File: src/rtl/dmem_arbiter_if.sv
// Signal bundle joining the data-memory arbiter to the MEM stage, the syscall
// handler and the single-port data memory.
interface dmem_arbiter_if #(
  parameter int ADDR_W = 32,
  parameter int DATA_W = 32
);
  logic              p_req;
  logic              p_we;
  logic [ADDR_W-1:0] p_addr;
  logic [DATA_W-1:0] p_wdata;
  logic [DATA_W-1:0] p_rdata;
  logic              p_stall;

  logic              s_req;
  logic              s_we;
  logic [ADDR_W-1:0] s_addr;
  logic [DATA_W-1:0] s_wdata;
  logic              s_ack;
  logic [DATA_W-1:0] s_rdata;

  logic              mem_en;
  logic              mem_we;
  logic [ADDR_W-1:0] mem_addr;
  logic [DATA_W-1:0] mem_wdata;
  logic [DATA_W-1:0] mem_rdata;

  modport slave (
    input  p_req, p_we, p_addr, p_wdata,
    output p_rdata, p_stall,
    input  s_req, s_we, s_addr, s_wdata,
    output s_ack, s_rdata,
    output mem_en, mem_we, mem_addr, mem_wdata,
    input  mem_rdata
  );

  modport master (
    output p_req, p_we, p_addr, p_wdata,
    input  p_rdata, p_stall,
    output s_req, s_we, s_addr, s_wdata,
    input  s_ack, s_rdata,
    input  mem_en, mem_we, mem_addr, mem_wdata,
    output mem_rdata
  );
endinterface

File: src/rtl/dmem_arbiter.sv
// Shares the single-port data memory between the MEM stage (P) and the syscall
// handler (S); fixed memory latency becomes a stall toward P and an ack toward S.
module dmem_arbiter #(
  parameter int ADDR_W     = 32,
  parameter int DATA_W     = 32,
  parameter int MEM_LAT    = 2,
  parameter int STARVE_MAX = 4
) (
  input  logic          clk,
  input  logic          rst_n,
  dmem_arbiter_if.slave bus
);
  localparam int CNT_W = $clog2(MEM_LAT + 1);
  localparam int SC_W  = $clog2(STARVE_MAX + 1);
  localparam logic [CNT_W-1:0] CNT_INIT   = CNT_W'(MEM_LAT);
  localparam logic [CNT_W-1:0] CNT_LAST   = CNT_W'(1);
  localparam logic [SC_W-1:0]  STARVE_TOP = SC_W'(STARVE_MAX);
  localparam logic [SC_W-1:0]  STARVE_ONE = SC_W'(1);

  typedef enum logic [1:0] {IDLE = 2'd0, WAIT = 2'd1, DONE = 2'd2} state_t;
  typedef enum logic {OWN_P = 1'b0, OWN_S = 1'b1} owner_t;

  state_t            state, state_nxt;
  owner_t            owner;
  logic [CNT_W-1:0]  cnt;
  logic [SC_W-1:0]   starve_cnt;
  logic              grant_p, grant_s;
  logic              op_we;
  logic              mem_en_q, mem_we_q;
  logic [ADDR_W-1:0] mem_addr_q;
  logic [DATA_W-1:0] mem_wdata_q;
  logic [DATA_W-1:0] p_rdata_q, s_rdata_q;

  always_ff @(posedge clk or negedge rst_n) begin
    if (!rst_n) state <= IDLE;
    else        state <= state_nxt;
  end

  // S only overtakes a pending P once P has been granted STARVE_MAX times in a row.
  always_comb begin
    state_nxt = state;
    grant_p   = 1'b0;
    grant_s   = 1'b0;
    case (state)
      IDLE: begin
        if (bus.s_req && (!bus.p_req || starve_cnt == STARVE_TOP)) begin
          grant_s   = 1'b1;
          state_nxt = WAIT;
        end else if (bus.p_req) begin
          grant_p   = 1'b1;
          state_nxt = WAIT;
        end
      end
      WAIT:    if (cnt == CNT_LAST) state_nxt = DONE;
      DONE:    state_nxt = IDLE;
      default: state_nxt = IDLE;
    endcase
  end

  always_ff @(posedge clk or negedge rst_n) begin
    if (!rst_n) begin
      owner       <= OWN_P;
      cnt         <= '0;
      starve_cnt  <= '0;
      op_we       <= 1'b0;
      mem_en_q    <= 1'b0;
      mem_we_q    <= 1'b0;
      mem_addr_q  <= '0;
      mem_wdata_q <= '0;
      p_rdata_q   <= '0;
      s_rdata_q   <= '0;
    end else begin
      mem_en_q <= 1'b0;
      mem_we_q <= 1'b0;
      if (grant_p || grant_s) begin
        owner       <= grant_s ? OWN_S : OWN_P;
        op_we       <= grant_s ? bus.s_we : bus.p_we;
        mem_en_q    <= 1'b1;
        mem_we_q    <= grant_s ? bus.s_we : bus.p_we;
        mem_addr_q  <= grant_s ? bus.s_addr : bus.p_addr;
        mem_wdata_q <= grant_s ? bus.s_wdata : bus.p_wdata;
        cnt         <= CNT_INIT;
      end
      if (grant_s)
        starve_cnt <= '0;
      else if (grant_p && bus.s_req && starve_cnt != STARVE_TOP)
        starve_cnt <= starve_cnt + STARVE_ONE;
      // op_we rather than mem_we_q: the strobe is gone by the last WAIT cycle.
      if (state == WAIT) begin
        cnt <= cnt - CNT_LAST;
        if (cnt == CNT_LAST && !op_we) begin
          if (owner == OWN_P) p_rdata_q <= bus.mem_rdata;
          else                s_rdata_q <= bus.mem_rdata;
        end
      end
    end
  end

  assign bus.p_stall   = bus.p_req && !(state == DONE && owner == OWN_P);
  assign bus.s_ack     = (state == DONE) && (owner == OWN_S);
  assign bus.p_rdata   = p_rdata_q;
  assign bus.s_rdata   = s_rdata_q;
  assign bus.mem_en    = mem_en_q;
  assign bus.mem_we    = mem_we_q;
  assign bus.mem_addr  = mem_addr_q;
  assign bus.mem_wdata = mem_wdata_q;
endmodule

File: src/flat_wrapper.sv
// flat-port wrapper written by rule: the top's interface ports become plain ports
module dmem_arbiter_flat 
#(
  parameter int ADDR_W     = 32,
  parameter int DATA_W     = 32,
  parameter int MEM_LAT    = 2,
  parameter int STARVE_MAX = 4
)
  (clk, rst_n, bus_p_req, bus_p_we, bus_p_addr, bus_p_wdata, bus_p_rdata, bus_p_stall, bus_s_req, bus_s_we, bus_s_addr, bus_s_wdata, bus_s_ack, bus_s_rdata, bus_mem_en, bus_mem_we, bus_mem_addr, bus_mem_wdata, bus_mem_rdata);
  dmem_arbiter_if #(.ADDR_W(ADDR_W), .DATA_W(DATA_W)) bus_i ();
  input  logic clk;
  input  logic rst_n;
  input wire logic [$bits(bus_i.p_req)-1:0] bus_p_req;
  input wire logic [$bits(bus_i.p_we)-1:0] bus_p_we;
  input wire logic [$bits(bus_i.p_addr)-1:0] bus_p_addr;
  input wire logic [$bits(bus_i.p_wdata)-1:0] bus_p_wdata;
  output wire logic [$bits(bus_i.p_rdata)-1:0] bus_p_rdata;
  output wire logic [$bits(bus_i.p_stall)-1:0] bus_p_stall;
  input wire logic [$bits(bus_i.s_req)-1:0] bus_s_req;
  input wire logic [$bits(bus_i.s_we)-1:0] bus_s_we;
  input wire logic [$bits(bus_i.s_addr)-1:0] bus_s_addr;
  input wire logic [$bits(bus_i.s_wdata)-1:0] bus_s_wdata;
  output wire logic [$bits(bus_i.s_ack)-1:0] bus_s_ack;
  output wire logic [$bits(bus_i.s_rdata)-1:0] bus_s_rdata;
  output wire logic [$bits(bus_i.mem_en)-1:0] bus_mem_en;
  output wire logic [$bits(bus_i.mem_we)-1:0] bus_mem_we;
  output wire logic [$bits(bus_i.mem_addr)-1:0] bus_mem_addr;
  output wire logic [$bits(bus_i.mem_wdata)-1:0] bus_mem_wdata;
  input wire logic [$bits(bus_i.mem_rdata)-1:0] bus_mem_rdata;
  assign bus_i.p_req = bus_p_req;
  assign bus_i.p_we = bus_p_we;
  assign bus_i.p_addr = bus_p_addr;
  assign bus_i.p_wdata = bus_p_wdata;
  assign bus_p_rdata = bus_i.p_rdata;
  assign bus_p_stall = bus_i.p_stall;
  assign bus_i.s_req = bus_s_req;
  assign bus_i.s_we = bus_s_we;
  assign bus_i.s_addr = bus_s_addr;
  assign bus_i.s_wdata = bus_s_wdata;
  assign bus_s_ack = bus_i.s_ack;
  assign bus_s_rdata = bus_i.s_rdata;
  assign bus_mem_en = bus_i.mem_en;
  assign bus_mem_we = bus_i.mem_we;
  assign bus_mem_addr = bus_i.mem_addr;
  assign bus_mem_wdata = bus_i.mem_wdata;
  assign bus_i.mem_rdata = bus_mem_rdata;
  dmem_arbiter #(.ADDR_W(ADDR_W), .DATA_W(DATA_W), .MEM_LAT(MEM_LAT), .STARVE_MAX(STARVE_MAX)) u_core (.clk(clk), .rst_n(rst_n), .bus(bus_i));
endmodule
File: config.mk
export PLATFORM = sky130hd
export DESIGN_NAME = dmem_arbiter_flat
export DESIGN_NICKNAME = d
export VERILOG_FILES = /design/src/rtl/dmem_arbiter_if.sv /design/src/rtl/dmem_arbiter.sv /design/src/flat_wrapper.sv
export SDC_FILE = /design/constraint.sdc
export NUM_CORES = 1
export LEC_CHECK = 0
export CORE_ASPECT_RATIO = 1.75
export CORE_MARGIN = 3
export CORE_UTILIZATION = 45
export DETAILED_ROUTE_END_ITERATION = 8
export GPL_ROUTABILITY_DRIVEN = 0
export PLACE_DENSITY_LB_ADDON = 0.2
export SYNTH_ARGS = -nofsm -noshare
export SYNTH_HDL_FRONTEND = slang
export SYNTH_SLANG_ARGS = --single-unit
File: constraint.sdc
create_clock -name clk -period 4.5 [get_ports clk]
set_input_delay 0.9 -clock clk [delete_from_list [all_inputs] [get_ports clk]]
set_output_delay 0.9 -clock clk [all_outputs]
set_load 0.01 [all_outputs]
# ---- Word level (Yosys, flattened, before mapping)
# Cells that the tools add are included.
dict set report word_totals {
  reg_bits 139
  out_inout_bits 132
  word_cells 58
  inputBits 166
}
dict set report op_classes {
  n_bitwise 1
  reduce_logical 18
  n_eq_ne 7
  addsub 2
  n_mux 19
}
# op count
set op_table {}
lappend op_table {{32-bit 2-to-1 mux} 2}
lappend op_table {{2-bit 2-to-1 mux} 5}
lappend op_table {{1-bit 2-to-1 mux} 9}
lappend op_table {{1-bit logical AND} 7}
lappend op_table {{3-bit 2-to-1 mux} 2}
lappend op_table {{3-bit AND reduction} 2}
lappend op_table {{2-bit by 1-bit equality test with 1-bit output, second input constant} 2}
lappend op_table {{2-bit one-hot mux with 2 select lines} 1}
lappend op_table {{2-bit nonzero test} 2}
lappend op_table {{3-bit by 1-bit adder with 3-bit output, second input constant} 1}
lappend op_table {{3-bit equality test, second input constant} 1}
lappend op_table {{1-bit logical NOT} 3}
lappend op_table {{3-bit by 2-bit inequality test with 1-bit output, second input constant} 1}
lappend op_table {{3-bit inequality test, second input constant} 1}
lappend op_table {{2-bit equality test, second input constant} 1}
lappend op_table {{2-bit logical NOT} 1}
lappend op_table {{1-bit logical OR} 2}
lappend op_table {{2-bit by 1-bit inequality test with 1-bit output, second input constant} 1}
lappend op_table {{2-bit AND reduction} 1}
lappend op_table {{2-bit by 1-bit subtractor with 2-bit output, second input constant} 1}
lappend op_table {{1-bit inverter} 1}

# ---- Longest topological paths before layout
# Gate-level depths: netlist of run 1.
dict set report depth {
  depth_word 9
  depth_mapped 7
  ltp_nobuf 5
}

# ---- Least setup slack after synthesis of run 1
# No wires, ideal clock.
dict set report synth_path {
  path_type {input-to-reg}
  start {in bus_s_req}
  end {reg u_core.mem_wdata_q[14] (netlist: u_core.bus.mem_wdata[14])}
  setup_time_ns 0.141
  t_arrival_ns 1.865
  required_ns 4.359
  stages 5
  n_path_buf 2
  setup_slack_ns 2.494
  path_cell_list {nor3b_2 > and2_1 > buf_4 > buf_2 > o311ai_2}
}
dict set report synth_between {
  elab_chain_cells 4
  word_cells_on_any_way 7
  classes_between {mux (5); reduce/logical (2)}
}
# item line_no
set synth_rtl {}
lappend synth_rtl {{start: declaration} flat_wrapper.sv:19} ;# input wire logic [$bits(bus_i.s_req)-1:0] bus_s_req;
lappend synth_rtl {{1-bit logical AND (*)} dmem_arbiter.sv:46} ;# if (bus.s_req && (!bus.p_req || starve_cnt == STARVE_TOP)) begin
lappend synth_rtl {{1-bit 2-to-1 mux} dmem_arbiter.sv:46}
lappend synth_rtl {{1-bit 2-to-1 mux} dmem_arbiter.sv:44} ;# case (state)
lappend synth_rtl {{32-bit 2-to-1 mux or 1-bit logical OR (tied branches)} {dmem_arbiter.sv:81, dmem_arbiter.sv:75}}
lappend synth_rtl {{end signal: assignment} dmem_arbiter.sv:81} ;# mem_wdata_q <= grant_s ? bus.s_wdata : bus.p_wdata;
lappend synth_rtl {{end: declaration} dmem_arbiter.sv:31} ;# logic [DATA_W-1:0] mem_wdata_q;
# Every way passes the cells marked *; elsewhere a longest branch is shown, timed or not.
# A chain may end at the register's enable or synchronous reset.

# ---- Worst setup path in the final report of run 1
dict set report layout_path {
  start {in bus_p_req}
  end {out bus_p_stall}
}
dict set report layout_between {
  elab_chain_cells 1
}
# item line_no
set layout_rtl {}
lappend layout_rtl {{start: declaration} flat_wrapper.sv:13} ;# input wire logic [$bits(bus_i.p_req)-1:0] bus_p_req;
lappend layout_rtl {{1-bit logical AND} dmem_arbiter.sv:99} ;# assign bus.p_stall = bus.p_req && !(state == DONE && owner == OWN_P);
lappend layout_rtl {{end: declaration} flat_wrapper.sv:18} ;# output wire logic [$bits(bus_i.p_stall)-1:0] bus_p_stall;
# Every way passes these cells.

==> flow_summary.yaml, run 1 <==
clocking:
  path_clk_slew_ns: 0.06
  cts_tree: "yes"
  cts_buffer_depth: 2
  numCtsBuffers: 17
  hold_buffers: 0
  cts_root_buf: "clkbuf_16"
  cts_setup_buffers: 0
  cts.sinks: 139
  clock_latency_ns: 0.41
  h-tree-depth: 4
  cts_resized: 0
sta:
  worst_pin_slew_ns: 0.858
  rsz0062_at_grt: "false"
  finalWorstSetupSlack_ns: 1.38
  maxSlewViolCount: 0
  finalSetupViolCount: 0
  fmax_mhz: 321
  maxSlewHeadroom_pct: 42.8
  fin_setup_tns_ns: 0
  skew_ns: 0.00844
  finalCritPeriodShare_pct: 69.2
  period_needed_ns: 3.12
  final-hold-violation-count: 0
grt:
  grt_pass1_wl_um: 30100
  antenna_found_initial: 1
  grt_max_degree: 72
  grtUsageTotal_pct: 25.0
  grt_overflow: 0
  grt_pass1_vias: 5897
floorplanning:
  die_h_um: 163
  core_area_um2: 13500
  start_util_pct: 46.6
  die_area_um2: 15500
  io_pins: 298
  die_w_um: 95.4
  rows: 56
placement:
  dp_slack_ns: 1.39
  dp_hpwl_um: 13300
  port-buffer-count: 297
cells_and_area:
  final_common_cell: "clkdlybuf4s50_1"
  syn2layout_area_growth_pct: 56.8
  drive_above_1_share_pct: 15.0
  fill_cells: 936
  layout_common_cells: "clkdlybuf4s50_1, dfrtp_1, inv_1"
  fin_nets: 994
power:
  vdd_drop_max_v: 0.000403
  p_sw_mw: 2.29
  switching_share_pct: 34.6
  pwr-share-seq_pct: 33.7
  powerDensity_nw_per_um2: 671
  p_leak_nw: 4.11
  clkPwrFrac_pct: 19.8
  intPower_mw: 4.33
  pwr-share-comb_pct: 46.4
setup_path:
  timing.critical_path.mode_cell: "clkdlybuf4s50_1"
  cp-start-kind: "input port"
  cp.depth: 3
  crit_type: "input port to output port"
  path_buf_inv: 2
  crit_arrival_ns: 2.22
  max_stage_delay_ns: 0.60
  cp-end-kind: "output port"
  worst_path_max_delay_cell: "clkdlybuf4s50_1"
  path_delay_family: "buffers and inverters"
  cp_cell_sequence: "clkdlybuf4s50_1 -> o31a_1 -> clkdlybuf4s50_1"
  rr_worst_depth: 5
  worstPathRequired_ns: 3.60
  crit_path_max_fanout: 4
synthesis:
  synth_ff_type: "dfrtp_1"
  yosysWarnings: 0
  ys_seq_area_share_pct: 55.2
  synthArstFlopShare_pct: 100
  ys_seq_elements: 139
  synthCells: 548
  syn_area_um2: 6300
  synth-edff-count: 0
  syn_area_per_cell_um2: 11.5
  yosysUniqueCellTypes: 33
  syn-num-nets: 717
job:
  drv_cap: 0
drt:
  final_antenna_net_count: 0
  drc: 0
  initialDrtViolationCount: 252
  viasPerCell: 5.53
  wl_um: 19300
  drt_first_pass_iters: 6
  vias: 5600
  detail_route.wl_per_cell_um: 19.0
outcome:
  outcome: "completed"
worst_hold_path:
  hold_class: "input port to async pin"
[worst reg2reg max path, delay by kind of cell, from the launching register on]
family          cells  cell delay, ns
simple gates        2            0.93
compound gates      1            0.19
flops               1            0.53
buf+inv             2            1.00
[area by class of cell]
type / count / area [um2] / area share (%)
diodes: 1 / 2.50 / 0.0253
clock buffers: 17 / 425 / 4.31
flip-flops and latches: 139 / 3480 / 35.2
inverters: 70 / 263 / 2.66
well taps: 174 / 218 / 2.20
multi-input cells: 290 / 2300 / 23.3
repair buffers: 307 / 3060 / 31.0
clock inverters: 15 / 133 / 1.34
[cells by family (layout without fill, tap and decap cells)]
logic type / count (synthesis) / in the layout / synth area share [%]
adder cells (fa/ha/maj): 3 / 3 / 0.596
other: 0 / 1 / 0
flip-flops: 139 / 139 / 55.2
AND/OR/NAND/NOR: 82 / 82 / 7.15
multiplexers: 65 / 65 / 11.6
AO/OA/AOI/OAI: 139 / 139 / 16.7
buffers and inverters: 119 / 409 / 8.54
XOR/XNOR: 1 / 1 / 0.139
[power groups by stage]
stage	clock, mW	sequential, mW	combinational (mW)
after floorplan	0	2.48	1.19
final	1.32	2.24	3.08
after detailed placement	0	2.24	3.10
after global routing	1.40	2.31	3.31
after CTS	1.35	2.24	3.12
after global placement	0	2.21	3.01
[flip-flops by register name (all words and copies together) (netlist names)]
register	cells
u_core.bus.mem_addr	32
u_core.bus.mem_wdata	32
u_core.bus.p_rdata	32
u_core.bus.s_rdata	32
u_core.starve_cnt	3
u_core.cnt	2
u_core.state	2
u_core.bus.mem_en	1
u_core.bus.mem_we	1
u_core.op_we	1
u_core.owner	1
[cell usage after synthesis, types with 2 or more instances]
cell,n,area share (%)
or2_1,2,0.20
nand3_1,65,5.2
buf_4,2,0.24
and2_1,2,0.20
o311ai_2,13,3.4
nor2_1,4,0.24
dfrtp_1,139,55
o21ai_0,68,5.4
inv_1,70,4.2
mux2_2,63,11
o311ai_1,52,7.2
clkbuf_1,29,1.7
ha_1,3,0.60
mux2_1,2,0.36
buf_2,7,0.56
buf_6,10,1.8
[worst paths after layout]
path,start,endpoint,slack [ns]
worst max-delay path,bus_p_req,bus_p_stall,1.38
worst min-delay path,rst_n,u_core.bus.s_rdata[19],0.49
worst max register to register,u_core.state[0],u_core.bus.mem_addr[29],1.70
worst min register to register,u_core.bus.p_rdata[20],u_core.bus.p_rdata[20],0.50
max in group asynchronous,rst_n,u_core.bus.mem_wdata[27],3.01
min in group clk,u_core.bus.p_rdata[20],u_core.bus.p_rdata[20],0.50
[through the flow]
| step | area (um2) | cells | hold slack, ns | utilization (%) | power (mW) |
|---|---|---|---|---|---|
| 2_1_floorplan | 6300 | 548 | 0.469 | - | 3.67 |
| 3_3_place_gp | 9320 | 980 | 0.469 | 68.9 | 5.22 |
| 3_5_place_dp | 9320 | 980 | 0.477 | 68.9 | 5.34 |
| 4_1_cts | 9880 | 1012 | 0.505 | 73.0 | 6.70 |
| 5_1_grt | 9880 | 1013 | 0.510 | 73.1 | 7.02 |
| 6_report | 9880 | 1013 | 0.495 | 73.1 | 6.63 |
[routing by layer]
metal | vias to the layer above | routed length, um | share of wire (%) | track usage (%)
met3 | 51 | 1550 | 8.0 | 6.61
met1 | 2721 | 6790 | 35 | 28.8
met2 | 295 | 10100 | 53 | 42.9
met5 | - | 0 | 0 | 0
met4 | 0 | 801 | 4.2 | 11.2
li1 | 2533 | - | - | -
No activity file was read; power rests on OpenSTA's default activity.
==> run 2, diff against run 1 <==
Settings changed: CORE_UTILIZATION 45 to 41.
Clock period 4.5 ns to 3.25 ns, I/O delays scaled along.
==> run 2 against run 1 <==
  * Wire length shrank 0.75%
  * Register-to-register slack lost 0.73 ns
  * First-iteration DRC count shrank 16%
  * Non-clock buffer count grew 1
  * Design area grew 0.89%
  * Clock skew grew 0.0016 ns
  * Count of clock-buffer cells in the layout grew 1
  * Cell count grew 0.89%
  * Core utilization shrank 6.5 points
  * Sequential power grew 38%
  * Combinational power grew 40%
==> flow_summary.yaml, run 2 (synthesis gave the netlist of run 1 again) <==
floorplanning:
  rows: 59
  die_area_um2: 16900
  io_pins: 298
  die_w_um: 99.7
  core_area_um2: 15000
  die_h_um: 170
  start_util_pct: 42.0
sta:
  fin_setup_tns_ns: 0
  finalSetupViolCount: 0
  worst_pin_slew_ns: 0.837
  skew_ns: 0.0100
  maxSlewViolCount: 0
  finalWorstSetupSlack_ns: 0.635
  rsz0062_at_grt: "false"
  hold_slack_ns: 0.290
  final-hold-violation-count: 0
  fmax_mhz: 382
  period_needed_ns: 2.61
  maxSlewHeadroom_pct: 44.2
  finalCritPeriodShare_pct: 80.5
setup_path:
  worst_path_max_delay_cell: "clkdlybuf4s50_1"
  path_delay_family: "buffers and inverters"
  worstPathRequired_ns: 2.60
  crit_arrival_ns: 1.96
  rrSetupSlack_ns: 0.97
  cp_cell_sequence: "clkdlybuf4s50_1 -> o31a_1 -> clkdlybuf4s50_1"
  timing.critical_path.mode_cell: "clkdlybuf4s50_1"
  cp-end-kind: "output port"
  cp-start-kind: "input port"
  max_stage_delay_ns: 0.58
  crit_path_max_fanout: 4
  crit_type: "input port to output port"
  path_buf_inv: 2
placement:
  dp_hpwl_um: 13500
  dp_slack_ns: 0.623
  port-buffer-count: 297
power:
  vdd_drop_max_v: 0.000451
  powerDensity_nw_per_um2: 935
  power.total_mw: 9.32
  p_leak_nw: 4.15
drt:
  vias: 5526
  final_antenna_net_count: 0
  detail_route.wl_per_cell_um: 18.7
  drc: 0
  initialDrtViolationCount: 212
  drt_first_pass_iters: 5
  wl_um: 19100
  viasPerCell: 5.41
clocking:
  h-tree-depth: 4
  numCtsBuffers: 17
  cts_root_buf: "clkbuf_16"
  cts_resized: 0
  cts_tree: "yes"
  cts_buffer_depth: 2
  cts_setup_buffers: 0
  clock_latency_ns: 0.41
  path_clk_slew_ns: 0.06
  cts.sinks: 139
  hold_buffers: 0
cells_and_area:
  syn2layout_area_growth_pct: 58.2
  fill_cells: 1197
  final_common_cell: "clkdlybuf4s50_1"
  layout_common_cells: "clkdlybuf4s50_1, dfrtp_1, inv_1"
  fin_nets: 995
  antennaDiodeCount: 0
  drive_above_1_share_pct: 15.0
outcome:
  outcome: "completed"
grt:
  grt_overflow: 0
  antenna_found_initial: 0
  grt_pass1_vias: 6052
  grtUsageTotal_pct: 23.1
  grt_pass1_wl_um: 31000
  grt_max_degree: 92
job:
  drv_cap: 0
worst_hold_path:
  hold_class: "input port to async pin"
## run 2: report_power, final
part / total [mW] / internal, mW / leakage [nW] / switching [mW]
Sequential: 3.09 / 2.61 / 1.67 / 0.483
Clock: 1.93 / 1.15 / 0.281 / 0.782
Combinational: 4.30 / 2.42 / 2.19 / 1.88
Total: 9.32 / 6.18 / 4.15 / 3.14
## run 2: cell type report
type,instances,area [um2],share of cell area (%)
well taps,183,229,2.30
inverters,70,263,2.64
flip-flops and latches,139,3480,34.9
multi-input cells,290,2300,23.1
clock inverters,14,163,1.63
clock buffers,18,429,4.31
repair buffers,308,3110,31.2
## run 2: path summary, 6_finish.rpt
kind                                         from                     end  cells past startpoint
max                                     bus_p_req             bus_p_stall                      3
min in group clk           u_core.bus.p_rdata[21]  u_core.bus.p_rdata[21]                      1
min reg2reg                u_core.bus.p_rdata[21]  u_core.bus.p_rdata[21]                      1
max reg2reg                       u_core.state[0]  u_core.bus.mem_addr[4]                      5
max in group asynchronous                   rst_n  u_core.bus.mem_addr[8]                      2
min                                         rst_n  u_core.bus.p_rdata[17]                      1
## run 2: per-stage QoR
step | std cells | utilization, % | area (um2)
5_1_grt | 1022 | 66.5 | 9970
3_5_place_dp | 990 | 62.6 | 9380
4_1_cts | 1022 | 66.5 | 9970
2_1_floorplan | 548 | - | 6300
6_report | 1022 | 66.5 | 9970
3_3_place_gp | 990 | 62.6 | 9380
## run 2: worst register-to-register path, delay by kind of cell (launching register included)
kind,cells,cell delay [ns]
AND/OR/NAND/NOR,2,0.80
buffers and inverters,2,0.55
flip-flops,1,0.47
AO/OA/AOI/OAI,1,0.35
## run 2: per-layer routing
layer	GRT usage, %	part of all wire (%)
met1	26.3	37
met3	5.87	7.2
met5	0	0
met2	40.2	53
met4	10.5	3.5
